===== src/rtl/seg7_mux_display.sv =====
`default_nettype none
// ============================================================================
// Module   : seg7_mux_display
// Brief    : N-digit multiplexed 7-segment driver. It converts binary to BCD
//            serially and scans the digits with a dwell and a blanking gap.
//            Optional leading-zero blanking: define SEG7_LZB_EN.
// Revision : 1.0 - initial release
// ============================================================================
module seg7_mux_display #(
   parameter int DIGITS          = 4,
   parameter int WIDTH           = 14,
   parameter int SCAN_DIV        = 16,
   parameter int BLANK_CYCLES    = 64,
   parameter int SEG_ACTIVE_LOW  = 1,
   parameter int DIG_ACTIVE_HIGH = 1
) (
   input  logic              CLK,
   input  logic              RST,
   input  logic [WIDTH-1:0]  value,
   input  logic [DIGITS-1:0] dp,
   input  logic              value_valid,
   output logic              busy,
   output logic [7:0]        seg,
   output logic [DIGITS-1:0] dig
);

   localparam int                  c_IW       = (DIGITS > 1) ? $clog2(DIGITS) : 1;
   localparam int                  c_CW       = $clog2(WIDTH + 1);
   localparam int                  c_BW       = 4 * DIGITS;
   localparam logic [63:0]         c_MAXV     = 64'(10 ** DIGITS) - 64'd1;
   localparam logic [c_CW-1:0]     c_LAST     = c_CW'(WIDTH - 1);
   localparam logic [c_IW-1:0]     c_IDX_LAST = c_IW'(DIGITS - 1);
   localparam logic [SCAN_DIV-1:0] c_BLANK    = SCAN_DIV'(BLANK_CYCLES);
   localparam logic [7:0]          c_SEG_OFF  = (SEG_ACTIVE_LOW != 0) ? 8'hFF : 8'h00;
   localparam logic [DIGITS-1:0]   c_DIG_OFF  = (DIG_ACTIVE_HIGH != 0) ?
                                                {DIGITS{1'b0}} : {DIGITS{1'b1}};

   typedef enum logic [1:0] {
      S_IDLE  = 2'd0,
      S_SHIFT = 2'd1,
      S_DONE  = 2'd2
   } state_t;

   state_t              state_q, state_d;
   logic [WIDTH-1:0]    bin_q, bin_d;
   logic [c_BW-1:0]     bcd_q, bcd_d;
   logic [c_CW-1:0]     cnt_q, cnt_d;
   logic [DIGITS-1:0]   dpc_q, dpc_d;
   logic                ovfc_q, ovfc_d;
   logic [c_BW-1:0]     disp_bcd_q, disp_bcd_d;
   logic [DIGITS-1:0]   disp_dp_q, disp_dp_d;
   logic                disp_ovf_q, disp_ovf_d;
   logic [SCAN_DIV-1:0] pre_q, pre_d;
   logic [c_IW-1:0]     idx_q, idx_d;
   logic [7:0]          seg_q, seg_d;
   logic [DIGITS-1:0]   dig_q, dig_d;

   logic [c_BW-1:0]     w_adj;
   logic [DIGITS-1:0]   w_blank;
   logic [3:0]          w_nib;
   logic                w_dpbit;
   logic [7:0]          w_raw;

   function automatic logic [6:0] f_pat(input logic [3:0] n);
      case (n)
         4'd0:    f_pat = 7'h3F;
         4'd1:    f_pat = 7'h06;
         4'd2:    f_pat = 7'h5B;
         4'd3:    f_pat = 7'h4F;
         4'd4:    f_pat = 7'h66;
         4'd5:    f_pat = 7'h6D;
         4'd6:    f_pat = 7'h7D;
         4'd7:    f_pat = 7'h07;
         4'd8:    f_pat = 7'h7F;
         4'd9:    f_pat = 7'h6F;
         default: f_pat = 7'h00;
      endcase
   endfunction

   always_comb begin
      w_adj = '0;
      for (int k = 0; k < DIGITS; k++) begin
         w_adj[4*k +: 4] = (bcd_q[4*k +: 4] >= 4'd5) ? bcd_q[4*k +: 4] + 4'd3
                                                       : bcd_q[4*k +: 4];
      end
   end

   always_comb begin
      state_d    = state_q;
      bin_d      = bin_q;
      bcd_d      = bcd_q;
      cnt_d      = cnt_q;
      dpc_d      = dpc_q;
      ovfc_d     = ovfc_q;
      disp_bcd_d = disp_bcd_q;
      disp_dp_d  = disp_dp_q;
      disp_ovf_d = disp_ovf_q;
      case (state_q)
         S_IDLE: begin
            if (value_valid) begin
               bin_d   = value;
               bcd_d   = '0;
               cnt_d   = '0;
               dpc_d   = dp;
               ovfc_d  = (64'(value) > c_MAXV);
               state_d = S_SHIFT;
            end
         end
         S_SHIFT: begin
            bcd_d  = {w_adj[c_BW-2:0], bin_q[WIDTH-1]};
            bin_d  = bin_q << 1;
            cnt_d  = cnt_q + c_CW'(1);
            // A bit leaving the top nibble also means the value is out of range
            ovfc_d = ovfc_q | w_adj[c_BW-1];
            if (cnt_q == c_LAST) begin
               state_d = S_DONE;
            end
         end
         S_DONE: begin
            disp_bcd_d = bcd_q;
            disp_dp_d  = ovfc_q ? '0 : dpc_q;
            disp_ovf_d = ovfc_q;
            state_d    = S_IDLE;
         end
         default: state_d = S_IDLE;
      endcase
   end

`ifdef SEG7_LZB_EN
   always_comb begin
      logic hi_zero;
      hi_zero = 1'b1;
      w_blank = '0;
      for (int k = DIGITS - 1; k >= 0; k--) begin
         hi_zero    = hi_zero && (disp_bcd_q[4*k +: 4] == 4'd0);
         w_blank[k] = (k != 0) && hi_zero;
      end
   end
`else
   assign w_blank = '0;
`endif

   always_comb begin
      pre_d   = pre_q + SCAN_DIV'(1);
      idx_d   = idx_q;
      if (pre_q == {SCAN_DIV{1'b1}}) begin
         idx_d = (idx_q == c_IDX_LAST) ? '0 : idx_q + c_IW'(1);
      end
      w_nib   = disp_bcd_q[{idx_q, 2'b00} +: 4];
      w_dpbit = disp_dp_q[idx_q];
      if (disp_ovf_q) begin
         w_raw = 8'h40;
      end else if (w_blank[idx_q]) begin
         w_raw = {w_dpbit, 7'h00};
      end else begin
         w_raw = {w_dpbit, f_pat(w_nib)};
      end
      if (pre_q < c_BLANK) begin
         seg_d = c_SEG_OFF;
         dig_d = c_DIG_OFF;
      end else begin
         seg_d = w_raw ^ c_SEG_OFF;
         dig_d = (DIGITS'(1) << idx_q) ^ c_DIG_OFF;
      end
   end

   always_ff @(posedge CLK) begin
      if (RST) begin
         state_q    <= S_IDLE;
         bin_q      <= '0;
         bcd_q      <= '0;
         cnt_q      <= '0;
         dpc_q      <= '0;
         ovfc_q     <= 1'b0;
         disp_bcd_q <= '0;
         disp_dp_q  <= '0;
         disp_ovf_q <= 1'b0;
         pre_q      <= '0;
         idx_q      <= '0;
         seg_q      <= c_SEG_OFF;
         dig_q      <= c_DIG_OFF;
      end else begin
         state_q    <= state_d;
         bin_q      <= bin_d;
         bcd_q      <= bcd_d;
         cnt_q      <= cnt_d;
         dpc_q      <= dpc_d;
         ovfc_q     <= ovfc_d;
         disp_bcd_q <= disp_bcd_d;
         disp_dp_q  <= disp_dp_d;
         disp_ovf_q <= disp_ovf_d;
         pre_q      <= pre_d;
         idx_q      <= idx_d;
         seg_q      <= seg_d;
         dig_q      <= dig_d;
      end
   end

   assign busy = (state_q != S_IDLE);
   assign seg  = seg_q;
   assign dig  = dig_q;

endmodule
`default_nettype wire


===== config.mk =====
export PLATFORM = sky130hd
export DESIGN_NAME = seg7_mux_display
export DESIGN_NICKNAME = d
export VERILOG_FILES = /design/src/rtl/seg7_mux_display.sv
export SDC_FILE = /design/constraint.sdc
export NUM_CORES = 1
export LEC_CHECK = 0
export BUFFER_PORTS_ARGS = -buffer_cell sky130_fd_sc_hd__buf_2
export CORE_MARGIN = 1
export CORE_UTILIZATION = 30
export CTS_CLUSTER_DIAMETER = 80
export DETAILED_ROUTE_END_ITERATION = 12
export SYNTH_ARGS = -nofsm -noshare
export SYNTH_HDL_FRONTEND = slang
export SYNTH_SLANG_ARGS = --single-unit

===== constraint.sdc =====
create_clock -name CLK -period 2.2 [get_ports CLK]
set_input_delay 0.33 -clock CLK [delete_from_list [all_inputs] [get_ports CLK]]
set_output_delay 0.33 -clock CLK [all_outputs]
set_load 0.05 [all_outputs]

# Word-level counts from Yosys, hierarchy flattened

Memories as Yosys holds them, arrays and structs flattened.
Index checks and enable logic that the tools add are counted.
Widths: inputs -> output; s select.

Register bits after elaboration: 92
ROM bits: 112
Bits of input ports: 21
Output and inout port bits: 13
Logic and storage cells: 69
Memories kept: 1

Add/subtract/negate cells: 7
Magnitude comparators: 7
Eq/ne operators: 7
Shift-type cells: 2
Muxes and demuxes: 23
Bitwise operators: 2
Reduce and logical (&&, ||, !) cells: 7

Memories:

| name            | depth | width | read ports | clocked after memory_dff | wr ports | line | text |
|---|---|---|---|---|---|---|---|
| (no name shown) | 16    | 7     | 1          | 0                        | 0        | 65   | `case (n)` |

Operator list:

| cell                  | count |
|---|---|
| $pmux 16 s2           | 1 |
| $pmux 14 s2           | 1 |
| $mux 4                | 6 |
| $add 16x1->16 const B | 1 |
| $add 4x2->4 const B   | 4 |
| $eq 16x16->1 const B  | 1 |
| $ge 4x3->1 const B    | 4 |
| $lt 16x7->1 const B   | 1 |
| $mux 16               | 1 |
| $shiftx 16x5->4       | 1 |
| $gt 14x14->1 const B  | 1 |
| $mux 14               | 1 |
| $mux 8                | 1 |
| $not 8->8             | 1 |
| $pmux 4 s2            | 1 |
| $mux 7                | 1 |
| $mux 2                | 3 |
| $reduce_and 2->1      | 3 |
| $add 4x1->4 const B   | 1 |
| $bmux 1 s2            | 2 |
| $eq 2x2->1 const B    | 2 |
| $eq 4x4->1 const B    | 1 |
| $ne 2x2->1 const B    | 2 |
| $pmux 2 s2            | 1 |
| 10 further kinds      | 13 |

# Longest topological paths before layout

Gate-level depths: netlist of run 1.

Word-level depth: 5
Depth in mapped cells: 7
Depth with buffers taken out: 7

# Least setup slack after synthesis of run 1

No wires, ideal clock.

Path type: register to register
Start point: register idx_q[0]
End point: register seg_q[0] (netlist: seg[0])
Arrival time: 1.673 ns
Required time: 2.068 ns
Path slack: 0.394 ns
Stages on the path, launching flop included: 7
Path buffers: 1
Period minus slack after synthesis: 1.806 ns
Path through: dfxtp_1 -> buf_6 -> mux4_1 -> ha_1 -> nor2b_1 -> a211oi_1 -> o21ai_1

Word-level cells in the longest chain between the ends: 5
Elaborated cells between the ends (all ways): 7
Those cells by class: shift (1); mux (4); bitwise (1); memory (1)

Ends and longest elaborated chain:

| what                                          | line     | text |
|---|---|---|
| start: declaration                            | 54       | `logic [c_IW-1:0] idx_q, idx_d;` |
| start signal: assignment                      | 193      | `idx_q <= idx_d;` |
| $shiftx 16x5->4 or $bmux 1 s2 (tied branches) | 149, 153 |  |
| $mem_v2 16x7 or $mux 1 (tied branches)        | --       |  |
| $mux 7 (*)                                    | 153      | `end else if (w_blank[idx_q]) begin` |
| $mux 8 (*)                                    | 151      | `if (disp_ovf_q) begin` |
| $not 8->8 (no line) (*)                       | --       |  |
| end signal: assignment                        | 180      | `seg_q <= c_SEG_OFF;` |
| end signal: assignment                        | 194      | `seg_q <= seg_d;` |
| end: declaration                              | 55       | `logic [7:0] seg_q, seg_d;` |

Every way passes the cells marked *; elsewhere a longest branch is shown, timed or not. The select of a mux whose other input is x is not followed.
A chain may end at the register's enable or synchronous reset.

# Final worst setup path of run 1

Start point: register idx_q[0]
End point: register seg_q[4] (netlist: seg[4])

The elaborated chain is that of the path after synthesis.

==> key figures, run 1 <==
CTS
  • Worst-path clk slew: 60 ps
  • Post-CTS Repair Setup Buffers: 0
  • Number of H-tree levels: 3
  • TritonCTS Buffers: 9
  • Total clock sinks: approximately 90
  • Clock latency of the later-clocked register in the worst-skew pair: 340 ps
  • TritonCTS clock tree: done
  • Clock root buffer: clkbuf_16
  • Count of cells resized by post-cts repair: 0
  • Hold_buf cts: 0
  • Maximum clock insertion buffer count: 2

Worst setup path
  • Endpoint required time on the critical path: between 2000 and 2500 ps
  • Arr. time, crit path: about 2200 ps
  • Crit start category: flop
  • Largest driver fanout on the critical path: 6
  • R2R Path End: seg[4]
  • R2r setup slk: between 200 and 250 ps
  • Critical path start-end classification: reg2reg
  • Startpoint of the worst-slack reg-to-reg timing path: idx_q[0]
  • Endpoint class of the critical path: flop
  • Number of cell instances on the worst register-to-register path: 6

Finish
  • Layout Area Growth over Synthesis: 15.1%
  • Post-Route Utilization: 35.4%
  • Number of diodes added for antenna fixing: 0
  • Final design instance area without fill: about 4700 µm²
  • Layout Nets: 544
  • Fraction of layout instances using a drive strength above 1: 12.9%

Timing
  • Final worst-path setup slack: 238 ps
  • Setup TNS after final layout: 0 ps
  • Tightest Pin Transition: between 700 and 800 ps
  • Unrepaired setup endpoints after global routing: false
  • Maximum achievable frequency: just over 0.5 GHz
  • Minimum clock period after layout: 1960 ps
  • Final critical-path share of the clock period: 89.2%
  • Slew Limit Headroom: 48.4%
  • Final hold violations: 0
  • Post-route clock skew: 6.58 ps
  • Number of slew-limit violations in the final report: 0
  • Number of setup violations in the final report: 0

Placement
  • Final estimated routing congestion in global placement: ~0.75
  • Buffers on Ports: 33
  • Post-placement worst setup slack: 232 ps
  • Post-DP HPWL: 5.56 mm
  • Placed Instance Area: 4400 µm²

Logic synthesis
  • Sequential area share after synthesis: 45.3%
  • Synth Area per Inst: 8.46 µm²
  • Distinct cell type count after synthesis: 40
  • Proportion of register bits with asynchronous set or reset after synthesis: 0%
  • Ranking of synthesized cells by instance count: dfxtp_1 (92), nand2_1 (80), a21oi_1 (62)
  • Area share of the largest cell type after synthesis: 45.3%
  • Main flop type after synthesis: dfxtp_1
  • Net count of the mapped netlist: 519
  • Syn Std Cell Area: 4070 µm²
  • Post-synthesis cell type with the largest combined area: dfxtp_1
  • Top-count cell post-synth: dfxtp_1
  • Number of enable flip-flop cells after synthesis: 0
  • Synth area leaders: dfxtp_1 (45%), a21oi_1 (7.6%), nand2_1 (7.4%), ha_1 (5.2%), nor2_1 (3.9%)
  • Flop and latch count out of synthesis: 92
  • Number of cells produced by synthesis: 481
  • Yosys warnings: 0

Worst hold path
  • Hold wc startpoint: dp[2]
  • Destination of the worst hold path: dpc_q[2]
  • Path type of the worst min-delay path: in2reg
  • Worst Hold Depth: 3

Die
  • Standard-cell rows: 42
  • Number of top-level pins: 34
  • Die X: 118 µm
  • Die height: 118 µm
  • Total Die Area: 14000 µm²
  • Core Footprint: 13200 µm²
  • Initial cell density of the core: between 30% and 40%

Routing
  • Count of unresolved DRC violations after routing: 0
  • Number of nets with antenna violations after detailed routing: 0
  • Drt initial violations: 200
  • Average via count per standard cell: 4.76
  • Via count: 3267
  • Detailed-routing iteration count for the pre-antenna-repair pass: 5
  • WL per Instance: 11.7 µm
  • Aggregate routed wire length: 8.02 mm

Global route
  • GRT Resource Usage Total: 12.4%
  • Number of global-route vias before repair: 3094
  • Initial antenna violation count: 0
  • First-pass GRT wire length: 14.2 mm
  • Total congestion overflow: 0
  • Pin count of the biggest net entering global routing: 75

Power and ir drop
  • Power, Total: 3.35 mW
  • Static leakage: 1.68 nW
  • Power density of the placed cells: just over 700 nW/µm²
  • Max rail drop VDD: roughly 0.42 mV

Outcome
  • Status: finished clean

Flow run
  • Max-capacitance violation count: 0
-- critical path: stages (launching register included) --
cell and delay, ps:
dfxtp_1 490, mux4_1 680, inv_1 160, ha_1 190, a21oi_1 70, o21ai_0 170, nand2_1 70
-- cell type report --
class	count	area [µm²]
Clock buffer	13	260
Clock inverter	3	21.3
Fill cell	1384	8560
Inverter	14	52.6
Multi-Input combinational cell	347	2040
Sequential cell	92	1840
Tap cell	176	220
Timing Repair Buffer	42	245
-- worst max-delay path by stage --
stage                         from     end  slack (ps)  cells past startpoint
after global routing      idx_q[0]  seg[5]          60                      6
after global placement    idx_q[0]  seg[3]         320                      5
after CTS                 idx_q[0]  seg[5]         210                      6
final                     idx_q[0]  seg[4]         240                      6
after floorplan           idx_q[0]  seg[0]         390                      6
after detailed placement  idx_q[0]  seg[5]         230                      6
-- cell usage in the layout, fill, tap and decap left out, drive strengths merged --
cell type  instances
and3               5
buf               42
nand3b             4
nor3              14
o21a               1
nor4               3
nand3             24
clkinv             2
mux2i              4
a31oi              3
inv               14
a41oi              1
xor2              12
a22oi             12
clkbuf            13
dfxtp             92
mux4               5
o21ai             20
nand4              4
nor3b              1
ha                17
clkinvlp           1
xnor2             10
a21oi             62
o31ai              1
nor2              42
and2               3
nor2b              5
and4               1
a211oi             3
nand2             81
a41o               1
nand2b             8
-- kinds of logic after synthesis --
| group | after synthesis | share of synthesized area [%] |
|---|---|---|
| compound gates | 104 | 14.4 |
| mux | 9 | 3.94 |
| buf+inv | 42 | 4.58 |
| flops | 92 | 45.3 |
| xor+xnor | 22 | 4.92 |
| simple gates | 195 | 21.7 |
| fa+ha+maj | 17 | 5.23 |
-- routing by layer --
layer	global-route usage (%)	part of all wire [%]
met5	0	0
met2	20.2	45
met1	15.7	49
met3	3.62	4.1
met4	3.80	1.4
-- registers in the layout, summed over array words and instances, names as in the netlist --
name and count:
state_q 2, dig 4, bcd_q 16, dpc_q 4
disp_bcd_q 16, idx_q 2, disp_dp_q 4, bin_q 14
disp_ovf_q 1, pre_q 16, cnt_q 4, ovfc_q 1
seg 8
-- metrics by stage --
stage	std cells	hold slack, ps
6_report	687	223
2_1_floorplan	481	427
3_3_place_gp	671	439
4_1_cts	687	213
5_1_grt	687	221
3_5_place_dp	671	446
-- report_power, final --
part / switching [mW] / leakage, nW / internal, mW
clock network: 0.614 / 0.136 / 0.828
logic: 0.120 / 0.802 / 0.0674
registers: 0.0239 / 0.745 / 1.70
total: 0.758 / 1.68 / 2.59
(Power assumes the default switching activity.)
==> run 2, diff against run 1 <==
- BUFFER_PORTS_ARGS: -buffer_cell sky130_fd_sc_hd__buf_2 -> -buffer_cell sky130_fd_sc_hd__clkbuf_2
==> run 2 against run 1 <==
Net effect:
- flip-flop and latch count unchanged
- non-clock buffer count up 2
- core utilization about the same
- final area up 0.11%
- count of clock-buffer cells in the layout up 1
- setup slack better by 14 ps
- sequential power about the same
- fmax up 0.70%
- register-to-register slack about the same
- final cell count up 0.15%
- largest cell class unchanged
==> key figures, run 2 (same netlist as run 1, synthesis figures left out) <==
Outcome
  • Status: finished clean

Power and ir drop
  • Static leakage: 1.70 nW (+0.90%)
  • Power density of the placed cells: 707 nW/µm² (-1.2%)
  • Switching power total: 0.725 mW (-4.3%)
  • Power share of the combinational group: 5.8% (+0.2 points)
  • Cell-internal power: 2.59 mW (-0.12%)
  • Sw Share: 21.9% (-0.74 points)
  • Clock group share of total power: 42.3% (-0.7 points)
  • Portion of total power attributed to sequential cells: 52.0% (+0.6 points)
  • Max rail drop VDD: 0.378 mV (-10%)

Die
  • Standard-cell rows: 42 (unchanged)
  • Die X: 118 µm (unchanged)
  • Number of top-level pins: 34 (unchanged)
  • Core Footprint: 13200 µm² (unchanged)
  • Initial cell density of the core: 30.7% (unchanged)
  • Total Die Area: 14000 µm² (unchanged)
  • Die height: 118 µm (unchanged)

Global route
  • GRT Resource Usage Total: 12.1% (-0.22 points)
  • Pin count of the biggest net entering global routing: 79 (+5.3%)
  • Number of global-route vias before repair: 3130 (+1.2%)
  • Total congestion overflow: 0 (unchanged)
  • Initial antenna violation count: 0 (unchanged)
  • First-pass GRT wire length: 14.1 mm (-0.63%)

Placement
  • Final estimated routing congestion in global placement: 0.772 (+3.3%)
  • Post-DP HPWL: 5.67 mm (+2.0%)
  • Post-placement worst setup slack: 251 ps (+18.2 ps)
  • Buffers on Ports: 33 (unchanged)
  • Total placed cells including tap cells: 673 (+0.30%)

Worst hold path
  • Path type of the worst min-delay path: in2reg

CTS
  • Clock latency of the later-clocked register in the worst-skew pair: 330 ps (about the same)
  • Clock root buffer: clkbuf_16
  • Worst-path clk slew: 60 ps (about the same)
  • TritonCTS Buffers: 9 (unchanged)
  • Number of H-tree levels: 3 (unchanged)
  • Post-CTS Repair Setup Buffers: 0 (unchanged)
  • TritonCTS clock tree: done
  • Total clock sinks: 92 (unchanged)
  • Maximum clock insertion buffer count: 2 (unchanged)
  • Count of cells resized by post-cts repair: 0 (unchanged)
  • Hold_buf cts: 0 (unchanged)

Finish
  • Largest registers: bcd_q (16), disp_bcd_q (16), pre_q (16)
  • Layout Nets: 546 (+0.37%)
  • Post-Route Utilization: 35.4% (+0.038 points)
  • Layout Area Growth over Synthesis: 15.3%
  • Number of diodes added for antenna fixing: 0 (unchanged)
  • Most frequent standard cell in the layout excluding fill and tap cells: dfxtp_1
  • Most frequent cells in the layout: dfxtp_1 (92), nand2_1 (80), a21oi_1 (62), nor2_1 (42), clkbuf_2 (33)
  • Fraction of layout instances using a drive strength above 1: 12.9% (-0.025 points)
  • Non-filler instance count after layout: 688 (+0.15%)
  • Fillers: 1406 (+1.6%)

Routing
  • Detailed-routing iteration count for the pre-antenna-repair pass: 5 (unchanged)
  • Count of unresolved DRC violations after routing: 0 (unchanged)
  • WL per Instance: 11.8 µm (+1.3%)
  • Drt initial violations: 231 (+16%)
  • Average via count per standard cell: 4.78 (+0.47%)
  • Aggregate routed wire length: 8.13 mm (+1.4%)
  • Via count: 3287 (+0.61%)
  • Number of nets with antenna violations after detailed routing: 0 (unchanged)

Timing
  • Post-route clock skew: 4.24 ps (-2.34 ps)
  • Number of setup violations in the final report: 0 (unchanged)
  • Slew Limit Headroom: 47.9% (-0.50 points)
  • Number of slew-limit violations in the final report: 0 (unchanged)
  • Hold slack: 223 ps (-0.0510 ps)
  • Setup TNS after final layout: 0 ps (unchanged)
  • Maximum achievable frequency: 0.513 GHz (+0.70%)
  • Final critical-path share of the clock period: 88.6% (-0.62 points)
  • Final hold violations: 0 (unchanged)
  • Tightest Pin Transition: 782 ps (+7.55 ps)
  • Minimum clock period after layout: 1950 ps (-13.7 ps)
  • Unrepaired setup endpoints after global routing: false
  • Final worst-path setup slack: 251 ps (+13.7 ps)

Flow run
  • Max-capacitance violation count: 0 (unchanged)

Worst setup path
  • Count of buffering cells on the critical path with inverters included: 1 (unchanged)
  • Endpoint class of the critical path: flop
  • Critical path start-end classification: reg2reg
  • Series of cell instances along the critical path: mux4_1 > inv_1 > ha_1 > a21oi_1 > o21ai_0
  • Arr. time, crit path: 2130 ps (-40 ps)
  • Slowest library cell on the worst path: mux4_1
  • Critical path's largest stage delay: 670 ps (about the same)
  • Endpoint required time on the critical path: 2380 ps (-30 ps)
  • Crit start category: flop
  • Largest driver fanout on the critical path: 6 (unchanged)
  • Kind of cell adding the most delay to the critical path: multiplexers
## run 2: cell types whose count changed in the layout (fill, tap and decap cells not counted), sizes merged
| cell | delta |
|---|---|
| buf | -31 |
| clkinv | -2 |
| clkbuf | +34 |
## run 2: layer usage
layer	global-route usage [%]	routed length (µm)
met5	0	0
met4	4.27	65
met3	3.28	305
met2	19.8	3790
met1	15.4	3970
## run 2: metrics by stage
stage | power [mW] | instance area (µm²)
6_report | 3.32 | 4690
5_1_grt | 3.45 | 4690
4_1_cts | 3.35 | 4690
3_5_place_dp | 1.95 | 4420
3_3_place_gp | 1.95 | 4420
2_1_floorplan | 1.88 | 4070
## run 2: cell type report
cell class,instances,area [µm²],area share (%)
clock buffer,14,264,5.63
clock inverter,1,7.51,0.160
inverter,14,52.6,1.12
multi-input combinational,347,2040,43.6
sequential,92,1840,39.3
tap,176,220,4.70
timing repair buffer,44,260,5.55
## run 2: power by group through the flow
| stage | sequential, mW | combinational, mW | clock (mW) |
|---|---|---|---|
| after floorplan | 1.75 | 0.128 | 0 |
| after global routing | 1.73 | 0.216 | 1.51 |
| after detailed placement | 1.76 | 0.193 | 0 |
| after CTS | 1.72 | 0.193 | 1.44 |
| after global placement | 1.76 | 0.190 | 0 |
| final | 1.72 | 0.191 | 1.40 |
## run 2: path summary, 6_finish.rpt
check                 end  slack [ps]  cells after the start          from
max                seg[1]         250                      5      idx_q[0]
min              dpc_q[1]         220                      3         dp[1]
max reg2reg        seg[1]         250                      5      idx_q[0]
min reg2reg  disp_dp_q[1]         450                      2  disp_dp_q[1]
## run 2: worst reg2reg max path, cell delays in order (launching register included)
cell     delay (ps)
dfxtp_1         490
mux4_1          670
inv_1           150
ha_1            260
a21oi_1         120
o21ai_0         110
